## src/rtl/reg_bank_scheduler_pkg.sv

```systemverilog
// Shared types for the register-bank write scheduler: FSM encoding and index-width helper.
package reg_bank_scheduler_pkg;

  typedef enum logic [1:0] {
    ST_IDLE   = 2'd0,
    ST_WRITE  = 2'd1,
    ST_LOCKED = 2'd2
  } state_e;

  // Width of an index into n items, never less than one bit.
  function automatic int unsigned idx_width(input int unsigned n);
    return (n > 1) ? $clog2(n) : 1;
  endfunction

endpackage

```

## src/rtl/reg_bank_scheduler_rr_picker.sv

```systemverilog
// Combinational round-robin pick: first requester after ptr_i, wrapping, wins.
module reg_bank_scheduler_rr_picker
  import reg_bank_scheduler_pkg::*;
#(
  parameter  int unsigned NumReq = 4,
  localparam int unsigned IdxW   = idx_width(NumReq)
) (
  input  logic [NumReq-1:0] req_i,
  input  logic [IdxW-1:0]   ptr_i,
  output logic [NumReq-1:0] gnt_c_o,
  output logic [IdxW-1:0]   idx_c_o
);

  logic            found;
  logic [IdxW-1:0] cand;

  // Scan from ptr+1 upward so the last winner has lowest priority.
  always_comb begin
    gnt_c_o = '0;
    idx_c_o = '0;
    found   = 1'b0;
    cand    = '0;
    for (int unsigned i = 1; i <= NumReq; i++) begin
      cand = IdxW'((32'(ptr_i) + i) % NumReq);
      if (!found && req_i[cand]) begin
        found         = 1'b1;
        gnt_c_o[cand] = 1'b1;
        idx_c_o       = cand;
      end
    end
  end

endmodule

```

## src/rtl/reg_bank_scheduler.sv

```systemverilog
// Round-robin shared register bank with optional burst lock and a registered read port.
module reg_bank_scheduler
  import reg_bank_scheduler_pkg::*;
#(
  parameter int unsigned Size    = 8,
  parameter int unsigned Depth   = 8,
  parameter int unsigned AddrW   = 3,
  parameter int unsigned NumReq  = 4,
  parameter int unsigned LockMax = 4
) (
  input  logic                    clk_i,
  input  logic                    rst_ni,
  input  logic [NumReq-1:0]       req_i,
  input  logic [NumReq-1:0]       lock_i,
  input  logic [NumReq*AddrW-1:0] addr_i,
  input  logic [NumReq*Size-1:0]  data_i,
  output logic [NumReq-1:0]       ack_o,
  output logic [NumReq-1:0]       owner_o,
  output logic                    busy_o,
  input  logic [AddrW-1:0]        rd_addr_i,
  output logic [Size-1:0]         rd_data_o
);

  localparam int unsigned IdxW = idx_width(NumReq);
  localparam int unsigned CntW = $clog2(LockMax + 1);

  state_e            state_q;
  logic [IdxW-1:0]   ptr_q;
  logic [IdxW-1:0]   win_q;
  logic [CntW-1:0]   cnt_q;
  logic [CntW-1:0]   cnt_d;
  logic [AddrW-1:0]  addr_q;
  logic [Size-1:0]   data_q;
  logic [NumReq-1:0] ack_q;
  logic [NumReq-1:0] owner_q;
  logic              busy_q;
  logic [Size-1:0]   rd_q;
  logic [Size-1:0]   bank_q [Depth];

  logic [NumReq-1:0] pick_gnt;
  logic [IdxW-1:0]   pick_idx;
  logic [NumReq-1:0] win_oh;

  reg_bank_scheduler_rr_picker #(
    .NumReq (NumReq)
  ) u_picker (
    .req_i   (req_i),
    .ptr_i   (ptr_q),
    .gnt_c_o (pick_gnt),
    .idx_c_o (pick_idx)
  );

  assign cnt_d  = cnt_q + CntW'(1);
  assign win_oh = NumReq'(1) << win_q;

  // FSM, bank and read register; all outputs come straight from flops.
  always_ff @(posedge clk_i or negedge rst_ni) begin
    if (!rst_ni) begin
      state_q <= ST_IDLE;
      ptr_q   <= IdxW'(NumReq - 1);
      win_q   <= '0;
      cnt_q   <= '0;
      addr_q  <= '0;
      data_q  <= '0;
      ack_q   <= '0;
      owner_q <= '0;
      busy_q  <= 1'b0;
      rd_q    <= '0;
      for (int unsigned i = 0; i < Depth; i++) begin
        bank_q[i] <= '0;
      end
    end else begin
      ack_q <= '0;
      // Read samples the bank before this edge's write lands: same-address read sees old data.
      rd_q  <= (32'(rd_addr_i) < Depth) ? bank_q[rd_addr_i] : '0;
      unique case (state_q)
        ST_IDLE: begin
          if (|req_i) begin
            win_q   <= pick_idx;
            addr_q  <= addr_i[32'(pick_idx)*AddrW +: AddrW];
            data_q  <= data_i[32'(pick_idx)*Size +: Size];
            owner_q <= pick_gnt;
            busy_q  <= 1'b1;
            state_q <= ST_WRITE;
          end
        end
        ST_WRITE: begin
          if (32'(addr_q) < Depth) begin
            bank_q[addr_q] <= data_q;
          end
          ack_q <= win_oh;
          ptr_q <= win_q;
          if (lock_i[win_q] && (32'(cnt_d) < LockMax)) begin
            cnt_q   <= cnt_d;
            state_q <= ST_LOCKED;
          end else begin
            cnt_q   <= '0;
            owner_q <= '0;
            busy_q  <= 1'b0;
            state_q <= ST_IDLE;
          end
        end
        ST_LOCKED: begin
          if (req_i[win_q]) begin
            addr_q  <= addr_i[32'(win_q)*AddrW +: AddrW];
            data_q  <= data_i[32'(win_q)*Size +: Size];
            state_q <= ST_WRITE;
          end else if (!lock_i[win_q]) begin
            cnt_q   <= '0;
            owner_q <= '0;
            busy_q  <= 1'b0;
            state_q <= ST_IDLE;
          end
        end
        default: state_q <= ST_IDLE;
      endcase
    end
  end

  assign ack_o     = ack_q;
  assign owner_o   = owner_q;
  assign busy_o    = busy_q;
  assign rd_data_o = rd_q;

endmodule

```

## config.mk

```make
export PLATFORM = sky130hd
export DESIGN_NAME = reg_bank_scheduler
export DESIGN_NICKNAME = d
export VERILOG_FILES = /design/src/rtl/reg_bank_scheduler_pkg.sv /design/src/rtl/reg_bank_scheduler_rr_picker.sv /design/src/rtl/reg_bank_scheduler.sv
export SDC_FILE = /design/constraint.sdc
export NUM_CORES = 1
export LEC_CHECK = 0
export BUFFER_PORTS_ARGS = -buffer_cell sky130_fd_sc_hd__buf_2
export CORE_MARGIN = 8
export CORE_UTILIZATION = 55
export CTS_BUF_LIST = sky130_fd_sc_hd__clkbuf_8 sky130_fd_sc_hd__clkbuf_16
export DETAILED_ROUTE_END_ITERATION = 8
export PLACE_DENSITY_LB_ADDON = 0.3
export SYNTH_ARGS = -nofsm -noshare
export SYNTH_HDL_FRONTEND = slang
export SYNTH_HIERARCHICAL = 1
export SYNTH_SLANG_ARGS = --single-unit
```

## constraint.sdc

```tcl
create_clock -name clk_i -period 8.7 [get_ports clk_i]
set_input_delay 1.74 -clock clk_i [delete_from_list [all_inputs] [get_ports clk_i]]
set_output_delay 1.74 -clock clk_i [all_outputs]
set_load 0.01 [all_outputs]
```

# == Word-level counts from Yosys, hierarchy flattened ==
# Cells that the tools add are included.
# totals
register_bits,101
output_inout_bits,17
wordCells,141
# op_classes
n_shift,5
n_addsub,5
n_mul,2
n_reduce_logical,22
bitwise,5
n_eq_ne,8
magnitude_cmp,13
n_mux,63
# op_table
cell,n
$bwmux 64,1
$shiftx 32x6->8,2
$mux 8,5
$mux 4,9
$bmux 8 s3,1
$demux 8 s3,1
$shiftx 12x5->3,2
$mux 1,17
$mux 2,8
$pmux 8 s2,1
$lt 2x3->1 const B,5
$mux 3,5
$bmux 1 s2,6
$or 4x4->4,3
$pmux 3 s2,2
$pmux 4 s3,1
$ne 2x2->1 const B,5
$logic_and 1x1->1,9
$demux 1 s2,4
$ge 2x1->1 const B,4
$ge 4x4->1 const B,2
$mul 2x2->4 const B,2
$not 3->4,2
$pmux 2 s3,1
18 further kinds,25

# == Longest topological paths before layout ==
# Gate-level depths: netlist of the first run.
# logic_depth
ltp_word,17
ltp_mapped,12

# == Hierarchy ==
# The synthesis of the first run kept the hierarchy.
# modules_own_cells
module,cells_per_inst,area_per_inst_um2,n_inst
reg_bank_scheduler,291,4763.3,1
reg_bank_scheduler_rr_picker,68,545.5,1

# == Worst setup path after synthesis of the first run ==
# Ideal clock, no wire load.
# synth_timing
path_kind,input to register
from,in req_i[2]
to,reg addr_q[0]
path_buffers,2
arrival_ps,3682
path_stages,9
required_time_ps,8575
slack_ps,4892
setup_ps,125
cell_sequence,buf_6 -> nor2b_1 -> a22oi_1 -> o211ai_1 -> a21oi_1 -> mux2i_1 -> buf_2 -> mux4_2 -> mux2_4
# synth_between
elab_chain_len,16
# synth_lines
element,line_no,source
start: declaration,reg_bank_scheduler.sv:13,"input logic [NumReq-1:0] req_i,"
$bmux 1 s2,reg_bank_scheduler_rr_picker.sv:25,if (!found && req_i[cand]) begin
$mux 1 (not written as such),reg_bank_scheduler_rr_picker.sv:25,
$mux 1,reg_bank_scheduler_rr_picker.sv:25,
$logic_not 1->1,reg_bank_scheduler_rr_picker.sv:25,
$logic_and 1x1->1,reg_bank_scheduler_rr_picker.sv:25,
$mux 1,reg_bank_scheduler_rr_picker.sv:25,
$logic_not 1->1,reg_bank_scheduler_rr_picker.sv:25,
$logic_and 1x1->1,reg_bank_scheduler_rr_picker.sv:25,
$mux 1,reg_bank_scheduler_rr_picker.sv:25,
$logic_not 1->1,reg_bank_scheduler_rr_picker.sv:25,
$logic_and 1x1->1,reg_bank_scheduler_rr_picker.sv:25,
$mux 2 (*),reg_bank_scheduler_rr_picker.sv:25,
named net pick_idx[0],reg_bank_scheduler.sv:41,logic [IdxW-1:0] pick_idx;
$mul 2x2->4 (*),reg_bank_scheduler.sv:80,addr_q <= addr_i[32'(pick_idx)*AddrW +: AddrW];
$shiftx 12x5->3 (*),reg_bank_scheduler.sv:80,
$mux 3 (*),reg_bank_scheduler.sv:78,if (|req_i) begin
$pmux 3 s2 (*),reg_bank_scheduler.sv:76,unique case (state_q)
end signal: assignment,reg_bank_scheduler.sv:80,
end signal: assignment,reg_bank_scheduler.sv:105,addr_q <= addr_i[32'(win_q)*AddrW +: AddrW];
end: declaration,reg_bank_scheduler.sv:32,logic [AddrW-1:0] addr_q;
# Mark *: on every way through the listed nets, which the timed path passes. The rest lies on a longest branch. The select of a mux whose other input is x is not followed.
# A chain may end at the register's enable or synchronous reset.

# == Worst setup path in the final report of the first run ==
# layout_timing
from,in req_i[2]
to,reg data_q[6]
# layout_between
elab_chain_len,15
# layout_lines
element,line_no,source
$bmux 1 s2,reg_bank_scheduler_rr_picker.sv:25,
$mux 1 (not written as such),reg_bank_scheduler_rr_picker.sv:25,
$mux 1,reg_bank_scheduler_rr_picker.sv:25,
$logic_not 1->1,reg_bank_scheduler_rr_picker.sv:25,
$logic_and 1x1->1,reg_bank_scheduler_rr_picker.sv:25,
$mux 1,reg_bank_scheduler_rr_picker.sv:25,
$logic_not 1->1,reg_bank_scheduler_rr_picker.sv:25,
$logic_and 1x1->1,reg_bank_scheduler_rr_picker.sv:25,
$mux 1,reg_bank_scheduler_rr_picker.sv:25,
$logic_not 1->1,reg_bank_scheduler_rr_picker.sv:25,
$logic_and 1x1->1,reg_bank_scheduler_rr_picker.sv:25,
$mux 2 (*),reg_bank_scheduler_rr_picker.sv:25,
named net pick_idx[0],reg_bank_scheduler.sv:41,
$shiftx 32x6->8 (*),reg_bank_scheduler.sv:81,data_q <= data_i[32'(pick_idx)*Size +: Size];
$mux 8 (*),reg_bank_scheduler.sv:78,
$pmux 8 s2 (*),reg_bank_scheduler.sv:76,
end signal: assignment,reg_bank_scheduler.sv:81,
end signal: assignment,reg_bank_scheduler.sv:106,data_q <= data_i[32'(win_q)*Size +: Size];
end: declaration,reg_bank_scheduler.sv:33,logic [Size-1:0] data_q;
# Marked as above.

==> results of run 1 <==
## through the flow
| step | setup WS [ns] | total power (uW) | hold WS, ns |
|---|---|---|---|
| after global routing | 4.371 | 2303 | 0.5200 |
| after global placement | 4.348 | 1804 | 0.4819 |
| after CTS | 4.574 | 2171 | 0.5114 |
| final | 4.576 | 2153 | 0.5086 |
| after detailed placement | 4.186 | 1860 | 0.4903 |
| after floorplan | 4.892 | 1649 | 0.4739 |
## metal layers
layer,wire length (um),vias up,global-route usage [%]
li1,-,1475,-
met1,5012,1653,23.25
met2,5108,82,28.71
met3,431,11,3.692
met4,138,0,5.679
met5,0,-,0
## worst max-delay path, delay by kind of cell
| family | cells | cell delay (ns) |
|---|---|---|
| AND/OR/NAND/NOR | 1 | 0.26 |
| multiplexers | 3 | 1.70 |
| AO/OA/AOI/OAI | 3 | 0.45 |
| buffers and inverters | 1 | 0.20 |
## path summary, 6_finish.rpt
kind,end,slack [ns],depth (start not counted)
min in group asynchronous,data_q[2]$_DFFE_PN0P_,1.30,1
max in group asynchronous,bank_q[46]$_DFFE_PN0P_,6.17,2
worst min-delay path,bank_q[14]$_DFFE_PN0P_,0.51,1
worst max-delay path,data_q[6]$_DFFE_PN0P_,4.58,8
worst min register to register,bank_q[14]$_DFFE_PN0P_,0.51,1
worst max register to register,data_q[6]$_DFFE_PN0P_,4.74,9
## state kept, by name (all words and copies together), names as in the netlist, 2 cells and up
signal	count
bank_q	64
data_q	8
rd_data_o	8
ack_o	4
owner_o	4
addr_q	3
cnt_q	3
ptr_q	2
state_q	2
win_q	2
## power by group through the flow
stage | clock network, uW | registers (uW) | logic, uW
after floorplan | 0 | 825 | 824
after global placement | 0 | 877 | 927
after detailed placement | 0 | 898 | 963
after CTS | 315 | 888 | 968
after global routing | 334 | 923 | 1050
final | 309 | 887 | 958
## final cells by class
| type | count | area (sq um) |
|---|---|---|
| clock inverter | 6 | 70.07 |
| inverter | 7 | 26.28 |
| multi-input combinational | 230 | 2616 |
| tap | 133 | 166.4 |
| clock buffer | 10 | 137.6 |
| fill | 770 | 3627 |
| timing repair buffer | 74 | 375.4 |
| sequential | 101 | 2530 |
## synth_stat cells (2+ instances only)
cell | number | area share, %
dfrtp_1 | 99 | 47
mux2_2 | 84 | 18
mux4_2 | 31 | 13
nand2_1 | 15 | 1.1
ha_1 | 14 | 3.3
mux2_4 | 11 | 3.1
clkbuf_1 | 8 | 0.57
nor2_1 | 8 | 0.57
nor2b_1 | 8 | 0.94
o21ai_0 | 8 | 0.75
inv_1 | 7 | 0.50
mux2i_1 | 5 | 0.94
a221o_2 | 4 | 0.85
buf_6 | 4 | 0.85
a22oi_1 | 3 | 0.42
buf_2 | 3 | 0.28
buf_4 | 3 | 0.42
nand4b_1 | 3 | 0.50
a21oi_1 | 2 | 0.19
buf_1 | 2 | 0.14
dfstp_2 | 2 | 0.99
nand2b_1 | 2 | 0.24
nor3_1 | 2 | 0.19
nor3_2 | 2 | 0.38
nor3b_1 | 2 | 0.28
nor3b_2 | 2 | 0.47
o211ai_1 | 2 | 0.28
## kinds of logic after synthesis
group	after synthesis	share of synthesized area, %
AO/OA/AOI/OAI	28	4.360
multiplexers	131	35.02
XOR/XNOR	1	0.1650
AND/OR/NAND/NOR	56	6.364
buffers and inverters	28	3.135
flip-flops	101	47.66
adder cells (fa/ha/maj)	14	3.300
## placed cells by master (no fill, tap or decap), types with 3 or more instances in the layout
cell	n
nand2_1	15
o21ai_0	8
mux4_2	31
a221o_2	4
nand4b_1	3
a22oi_1	3
buf_2	72
clkbuf_8	10
inv_1	8
mux2_2	84
mux2_4	11
ha_1	14
mux2i_1	4
nor2b_1	8
nor2_1	8
dfrtp_1	99
==> run metrics, run 1 <==
Async SR Flop Fraction 100.0%; Lkg Pwr 0.002635 uW; Final Util 62.02%; io pins 74; DRT antenna net count 0; total CTS buffers 9; GRT Overall Usage 17.69%; Comb pwr share 44.5%; Internal 1415 uW; via-per-instance ratio 5.742; # diodes 0; Slew @ Worst Pin 1.131 ns; Final Slew Violations 0; highest clock rate 242.5 MHz; clk_skew 0.01395 ns; sequential share of power 41.2%; H-Tree Level Count 3; status finished clean; initial DRC count 113; initial antenna violation count 0; largest net degree at the start of global routing 73; Final Critical Period 4.124 ns; DRC errors left 0; CTS Hold Buffers Added 0; worst-skew pair later-pin latency 0.36 ns; post-DR wirelength/cell 19.06 um; global route overflow 0; hold path start bank_q[14]$_DFFE_PN0P_; dpl cells 545; FF-to-FF Start ptr_q[0]$_DFFE_PN1P_; Yosys reg bits 101; Final nets 494; vias in the first global route 3,597; total wire length 10.69 mm; Clock Sinks 101; Die W 114.2 um; final setup fails 0; TritonCTS clock tree yes; critical path arrival 4.37 ns; switch share 34.30%; Tcrit/Tclk final 47.40%; Max clock buf depth 2; share of cells above drive strength 1 54.67%; Final Hold Viols 0; final cell count without fillers 561; HPWL Detailed 7.629 mm; CTS root buf clkbuf_8; dpl cell area 0.005714 sq mm; CP max-delay cell mux2i_2; Sum Neg Setup Slack 0 ns; Rel. slew slack 22.44%; Port Buf Inserts 73; crit path max fanout 13; CP peak stage delay 0.82 ns; Initial Utilization 55.59%; critical path startpoint req_i[2]; critical path, cell by cell buf_2, nor2b_1, a22oi_1, o211ai_1, a21oi_1, mux2i_2, mux4_2, mux2_4; worst min path class flip-flop to flip-flop; Syn Area/Cell 14.79 sq um; Cells after Synth 359; power per cell area 363.6 mW/mm^2; top_reg_cell synth dfrtp_1; core area 0.009549 sq mm; Mapped Area 0.005309 sq mm; synth unique cells 50; Pre-antenna DRT Iters 4; first-pass GRT wire length 17.98 mm; Post-synth EDFFs 0; crit start category input port; Synth Net Count 430; Worst Path Class, Setup input port to flip-flop; Seq/Total Area, Yosys 47.65%; Psw 738.5 uW; vias 3,221; Clock Power Share 14.4%; Max-cap violations 0; Area growth syn-to-layout 11.55%; crit end category flip-flop; final RePlAce weighted congestion 0.8369; Yosys warnings 6; Worst VDD drop 0.1791 mV; num rows 36; fin area 0.005922 sq mm; Critical Path RT 8.94 ns; die area 0.01305 sq mm; PostCTS Resize Cnt 0; Clock transition at path regs 0.09 ns; Die Height 114.2 um; RSZ-0062 raised after global routing no; Post-CTS Setup Inserts 0
Power figures use the tool's default switching activity.
==> run 2: changes to the inputs <==
- ABC_AREA: default -> 1
- clock period: 8.7 -> 4.2 ns (I/O delays scaled with it)
==> run 2 against run 1 <==
Setup slack worse by 3.7 ns. Global-route usage is 2.3 points higher. Via count is 50% higher. Utilization is 0.67 points higher. First-iteration DRC count grew to 3.8 times the previous value. Final cell count is 63% higher. Total power is 120% higher. Largest cell class unchanged. Final area is 3.5% higher. Sequential share of layout area is 1.4 points lower. Register-to-register slack worse by 3.9 ns.
==> run metrics, run 2 <==
GRT Overall Usage 20.03%; Initial Utilization 56.64%; critical path arrival 3.67 ns; most common cell after layout, fill and taps aside nand2_1; Slew @ Worst Pin 0.6248 ns; fin area 0.006127 sq mm; crit start category flip-flop; Die W 116.3 um; highest clock rate 297.7 MHz; post-DR wirelength/cell 14.21 um; Yosys reg bits 101; Pwr Total 4731 uW; Metal-1 WL 6.251 mm; critical path startpoint ptr_q[0]$_DFFE_PN1P_; FF-to-FF Start ptr_q[0]$_DFFE_PN1P_; CP peak stage delay 0.77 ns; initial antenna violation count 0; status finished clean; Post-CTS Setup Inserts 0; Compound-Gate Fraction of Synth Area 12.54%; CP max-delay cell dfstp_2; TritonCTS clock tree yes; vias in the first global route 4,635; CTS root buf clkbuf_8; dpl cells 897; crit path max fanout 34; most frequent cell after synthesis nand2_1; clk_skew 0.01356 ns; adder-cell share of the synthesized area 3.164%; # diodes 0; Async SR Flop Fraction 100.0%; Final Critical Period 3.359 ns; share of cells above drive strength 1 15.15%; io pins 74; FF+latch area 0.002530 sq mm; RSZ-0062 raised after global routing no; cell mode on critical path nand2_1; final cell count without fillers 912; Yosys top cell area share 44.75%; core area 0.009774 sq mm; top_reg_cell synth dfrtp_1; initial DRC count 428; Yosys warnings 6; Critical Path RT 4.51 ns; post-place setup slack 0.8863 ns; Multi-input gate area 0.002540 sq mm; DRT antenna net count 0; filler instances 862; Pre-antenna DRT Iters 5; final setup fails 0; Final Hold Viols 0; Mapped Area 0.005537 sq mm; power per cell area 772.2 mW/mm^2; max layer used met4; synth unique cells 37; Clock Sinks 101; simple-gate portion of the synthesized area 27.28%; Yosys top cell by area dfrtp_1; via-per-instance ratio 5.306; Worst VDD drop 0.4123 mV; mux contribution to synthesized area 2.893%; Rel. slew slack 58.23%; Area growth syn-to-layout 10.67%; highest-count cells in the layout ignoring fill and taps 225 x nand2_1, 99 x dfrtp_1, 86 x o21ai_0; HPWL Detailed 9.358 mm; Post-synth EDFFs 0; Synth Net Count 787; Seq/Total Area, Yosys 45.69%; Lkg Pwr 0.003333 uW; crit end category flip-flop; Die Height 116.3 um; largest family of logic cells by synthesized area simple AND/OR/NAND/NOR gates; DRC errors left 0; Port Buf Inserts 73; critical path, cell by cell inv_8, ha_1, inv_1, nand3_1, nand2_1, nand2_1, nor2_1, nor2_1, nor2_1, nand2_1, nand2_2, inv_1, nand2_1, nand3_1, nand2_1, nand3_1, nand2_1; die area 0.01353 sq mm; Worst Path Class, Setup flip-flop to flip-flop; met2 WL post-DR 5.968 mm; Cells after Synth 716; Clock transition at path regs 0.10 ns; Tcrit/Tclk final 79.98%; H-Tree Level Count 3; total wire length 12.96 mm; Final nets 846; Max clock buf depth 2; PostCTS Resize Cnt 0; worst-skew pair later-pin latency 0.37 ns; Largest register FFs 64; largest reg by FF count bank_q; first-pass GRT wire length 21.93 mm; XOR/XNOR Fraction of Synth Area 0%; num rows 36; total CTS buffers 9; largest net degree at the start of global routing 43; CTS Hold Buffers Added 0; vias 4,839; Post-synth top cells 225 x nand2_1, 99 x dfrtp_1, 86 x o21ai_0; final RePlAce weighted congestion 0.8989; DR WL met3 587 um; Max-cap violations 0; Final Slew Violations 0; worst min path class input port to asynchronous set/reset pin; post-route setup slack 0.8408 ns; Sum Neg Setup Slack 0 ns; ranking of synthesized cells by area dfrtp_1 45%, nand2_1 15%, o21ai_0 7.8%; dpl cell area 0.005937 sq mm; Syn Area/Cell 7.733 sq um; global route overflow 0
-- run 2: per-layer routing --
| metal | global-route usage (%) | up-vias |
|---|---|---|
| li1 | - | 2409 |
| met1 | 27.55 | 2288 |
| met2 | 32.13 | 128 |
| met3 | 3.051 | 14 |
| met4 | 5.618 | 0 |
| met5 | 0 | - |
-- run 2: metrics by stage --
| step | hold slack, ns | util, % |
|---|---|---|
| floorplan | 0.4361 | - |
| global placement | 0.4562 | 60.74 |
| detailed placement | 0.4573 | 60.74 |
| CTS | 0.4556 | 62.69 |
| global route | 0.4830 | 62.69 |
| finish | 0.4440 | 62.69 |
-- run 2: kinds of logic after synthesis --
| kind of cell | after synthesis |
|---|---|
| AND/OR/NAND/NOR | 348 |
| AO/OA/AOI/OAI | 130 |
| buffers and inverters | 107 |
| flip-flops | 101 |
| multiplexers | 16 |
| adder cells (fa/ha/maj) | 14 |
-- run 2: power breakdown --
group / switching [uW] / leakage [uW] / internal, uW
logic: 1620 / 0.00194 / 828
registers: 281 / 0.00129 / 1390
clock network: 337 / 0.000104 / 275
total: 2240 / 0.00333 / 2490
-- run 2: final timing paths --
path                                     endpoint  slack, ns  depth (start not counted)
setup / recovery            data_q[6]$_DFFE_PN0P_       0.84                         17
setup reg to reg            data_q[6]$_DFFE_PN0P_       0.84                         17
min in group clk_i         bank_q[11]$_DFFE_PN0P_       0.49                          2
hold / removal             rd_data_o[1]$_DFF_PN0_       0.44                          1
max in group asynchronous    ptr_q[0]$_DFFE_PN1P_       2.90                          2
hold reg to reg            bank_q[11]$_DFFE_PN0P_       0.49                          2
-- run 2: final cells by class --
class,instances,area share [%]
multi-input combinational,508,41.45
tap,133,2.716
sequential,101,41.29
timing repair buffer,77,6.494
clock inverter,6,1.082
clock buffer,9,2.022
inverter,78,4.942
-- run 2: critical path, delay by kind of cell (launching register included) --
kind	cells	cell delay [ns]
and+or+nand+nor	13	1.55
DFF	1	0.77
adders and majority gates	1	0.37
buffers and inverters	3	0.60
==> run 3: changes to the inputs <==
- CORE_UTILIZATION: 55 -> 52
- clock period: 4.2 -> 3.09 ns (I/O delays scaled with it)
==> run 3 against run 2 <==
Routed wire length rose by 4.4%. Register-to-register slack got worse by 0.63 ns. Die area rose by 5.0%. Final area rose by 0.74%. Maximum frequency rose by 17%. Utilization fell by 2.9 points. Flip-flop and latch count did not move. Via count rose by 0.56%. Largest power group unchanged.
==> run metrics, run 3 (synthesis results as in run 2) <==
most common cell after layout, fill and taps aside nand2_1; core area 0.01032 sq mm; post-route setup slack 0.2099 ns; Final nets 848; Multi-input gate area 0.002540 sq mm; post-place setup slack 0.1590 ns; largest net degree at the start of global routing 55; H-Tree Level Count 3; initial DRC count 404; Final Hold Viols 0; post-DR wirelength/cell 14.74 um; total wire length 13.53 mm; HPWL Detailed 9.411 mm; Tcrit/Tclk final 93.21%; Psw 3140 uW; Lkg Pwr 0.003340 uW; die area 0.01421 sq mm; via-per-instance ratio 5.301; io pins 74; crit end category flip-flop; # diodes 0; Slew @ Worst Pin 0.7918 ns; CTS Hold Buffers Added 0; Comb pwr share 53.8%; vias 4,866; DRC errors left 0; num rows 37; DRT antenna net count 0; Pre-antenna DRT Iters 7; switch share 47.92%; dpl cells 902; crit path max fanout 12; worst min path class input port to asynchronous set/reset pin; Initial Utilization 53.63%; Final Slew Violations 0; Clock transition at path regs 0.11 ns; Die W 119.2 um; Clock Sinks 101; Largest register FFs 64; global route overflow 0; CTS root buf clkbuf_8; global routing usage on met2 33.05%; sequential share of power 33.7%; Post-CTS Setup Inserts 0; TritonCTS clock tree yes; Rel. slew slack 47.04%; largest reg by FF count bank_q; Worst VDD drop 0.7169 mV; Port Buf Inserts 73; Final Critical Period 2.880 ns; met3 GRT Util 3.165%; initial antenna violation count 0; critical path arrival 3.14 ns; Max-cap violations 0; Internal 3413 uW; final RePlAce weighted congestion 0.8764; Worst Path Class, Setup flip-flop to flip-flop; worst-skew pair later-pin latency 0.37 ns; total CTS buffers 9; highest-count cells in the layout ignoring fill and taps 225 x nand2_1, 99 x dfrtp_1, 85 x o21ai_0; dpl cell area 0.005981 sq mm; GRT Overall Usage 19.13%; FF+latch area 0.002530 sq mm; highest clock rate 347.2 MHz; status finished clean; RSZ-0062 raised after global routing no; final cell count without fillers 918; clk_skew 0.01297 ns; final setup fails 0; share of cells above drive strength 1 15.73%; filler instances 977; Die Height 119.2 um; crit start category flip-flop; met1 usage 24.89%; Clock Power Share 12.5%; fin area 0.006172 sq mm; first-pass GRT wire length 23.08 mm; vias in the first global route 4,942; Max clock buf depth 2; power per cell area 1062 mW/mm^2; Area growth syn-to-layout 11.48%; Critical Path RT 3.35 ns; Sum Neg Setup Slack 0 ns; Top Usage Layer GRT met2
-- run 3: per-layer routing --
layer	wire, um	vias to the layer above
met2	6577	152
met5	0	-
met3	805	7
met1	6098	2294
met4	46	0
li1	-	2413
-- run 3: power groups by stage --
stage	registers (uW)	clock network [uW]	logic, uW
6_report	2210	819	3520
5_1_grt	2280	889	4020
4_1_cts	2210	828	3500
3_5_place_dp	2230	0	3470
3_3_place_gp	2210	0	3360
2_1_floorplan	2180	0	2700
-- run 3: layout make-up --
type / instances / area share (%)
repair buffers: 79 / 7.156
clock inverters: 7 / 1.034
well taps: 136 / 2.757
flip-flops and latches: 101 / 40.99
multi-input cells: 508 / 41.15
clock buffers: 9 / 2.007
inverters: 78 / 4.906
-- run 3: timing repair --
| action | 4_1_cts | 5_1_grt |
|---|---|---|
| endpoints found under the hold margin | 0 | 0 |
| setup endpoints to repair | 0 | 11 |
| gates resized for setup | 0 | 2 |
-- run 3: per-stage QoR --
| stage | hold WS [ns] | total power, uW | util (%) |
|---|---|---|---|
| CTS | 0.2867 | 6538 | 59.75 |
| global placement | 0.4486 | 5570 | 57.93 |
| global route | 0.3054 | 7188 | 59.79 |
| finish | 0.2712 | 6553 | 59.79 |
| detailed placement | 0.4564 | 5708 | 57.93 |
| floorplan | 0.3224 | 4877 | - |
-- run 3: path summary, 6_finish.rpt --
check                                           from                endpoint  slack (ns)  depth (start not counted)
worst max register to register  ptr_q[1]$_DFFE_PN1P_   data_q[1]$_DFFE_PN0P_        0.21                         17
max in group asynchronous                     rst_ni  bank_q[17]$_DFFE_PN0P_        2.12                          2
worst min register to register  cnt_q[2]$_DFFE_PN0P_    cnt_q[2]$_DFFE_PN0P_        0.49                          2
min in group clk_i              cnt_q[2]$_DFFE_PN0P_    cnt_q[2]$_DFFE_PN0P_        0.49                          2
worst min-delay path                          rst_ni  bank_q[30]$_DFFE_PN0P_        0.27                          1
worst max-delay path            ptr_q[1]$_DFFE_PN1P_   data_q[1]$_DFFE_PN0P_        0.21                         17
-- run 3: critical path: stages (launching register included) --
cell	delay, ns
dfstp_2	0.54
inv_1	0.12
ha_1	0.38
inv_1	0.18
nand3_1	0.10
nand2_1	0.11
nand2_1	0.09
nor2_1	0.16
nand2_1	0.07
nand3_1	0.07
inv_1	0.05
o21ai_1	0.27
buf_12	0.18
inv_1	0.15
nand2_1	0.13
nand2_1	0.06
nand3_1	0.06
nand2_1	0.07
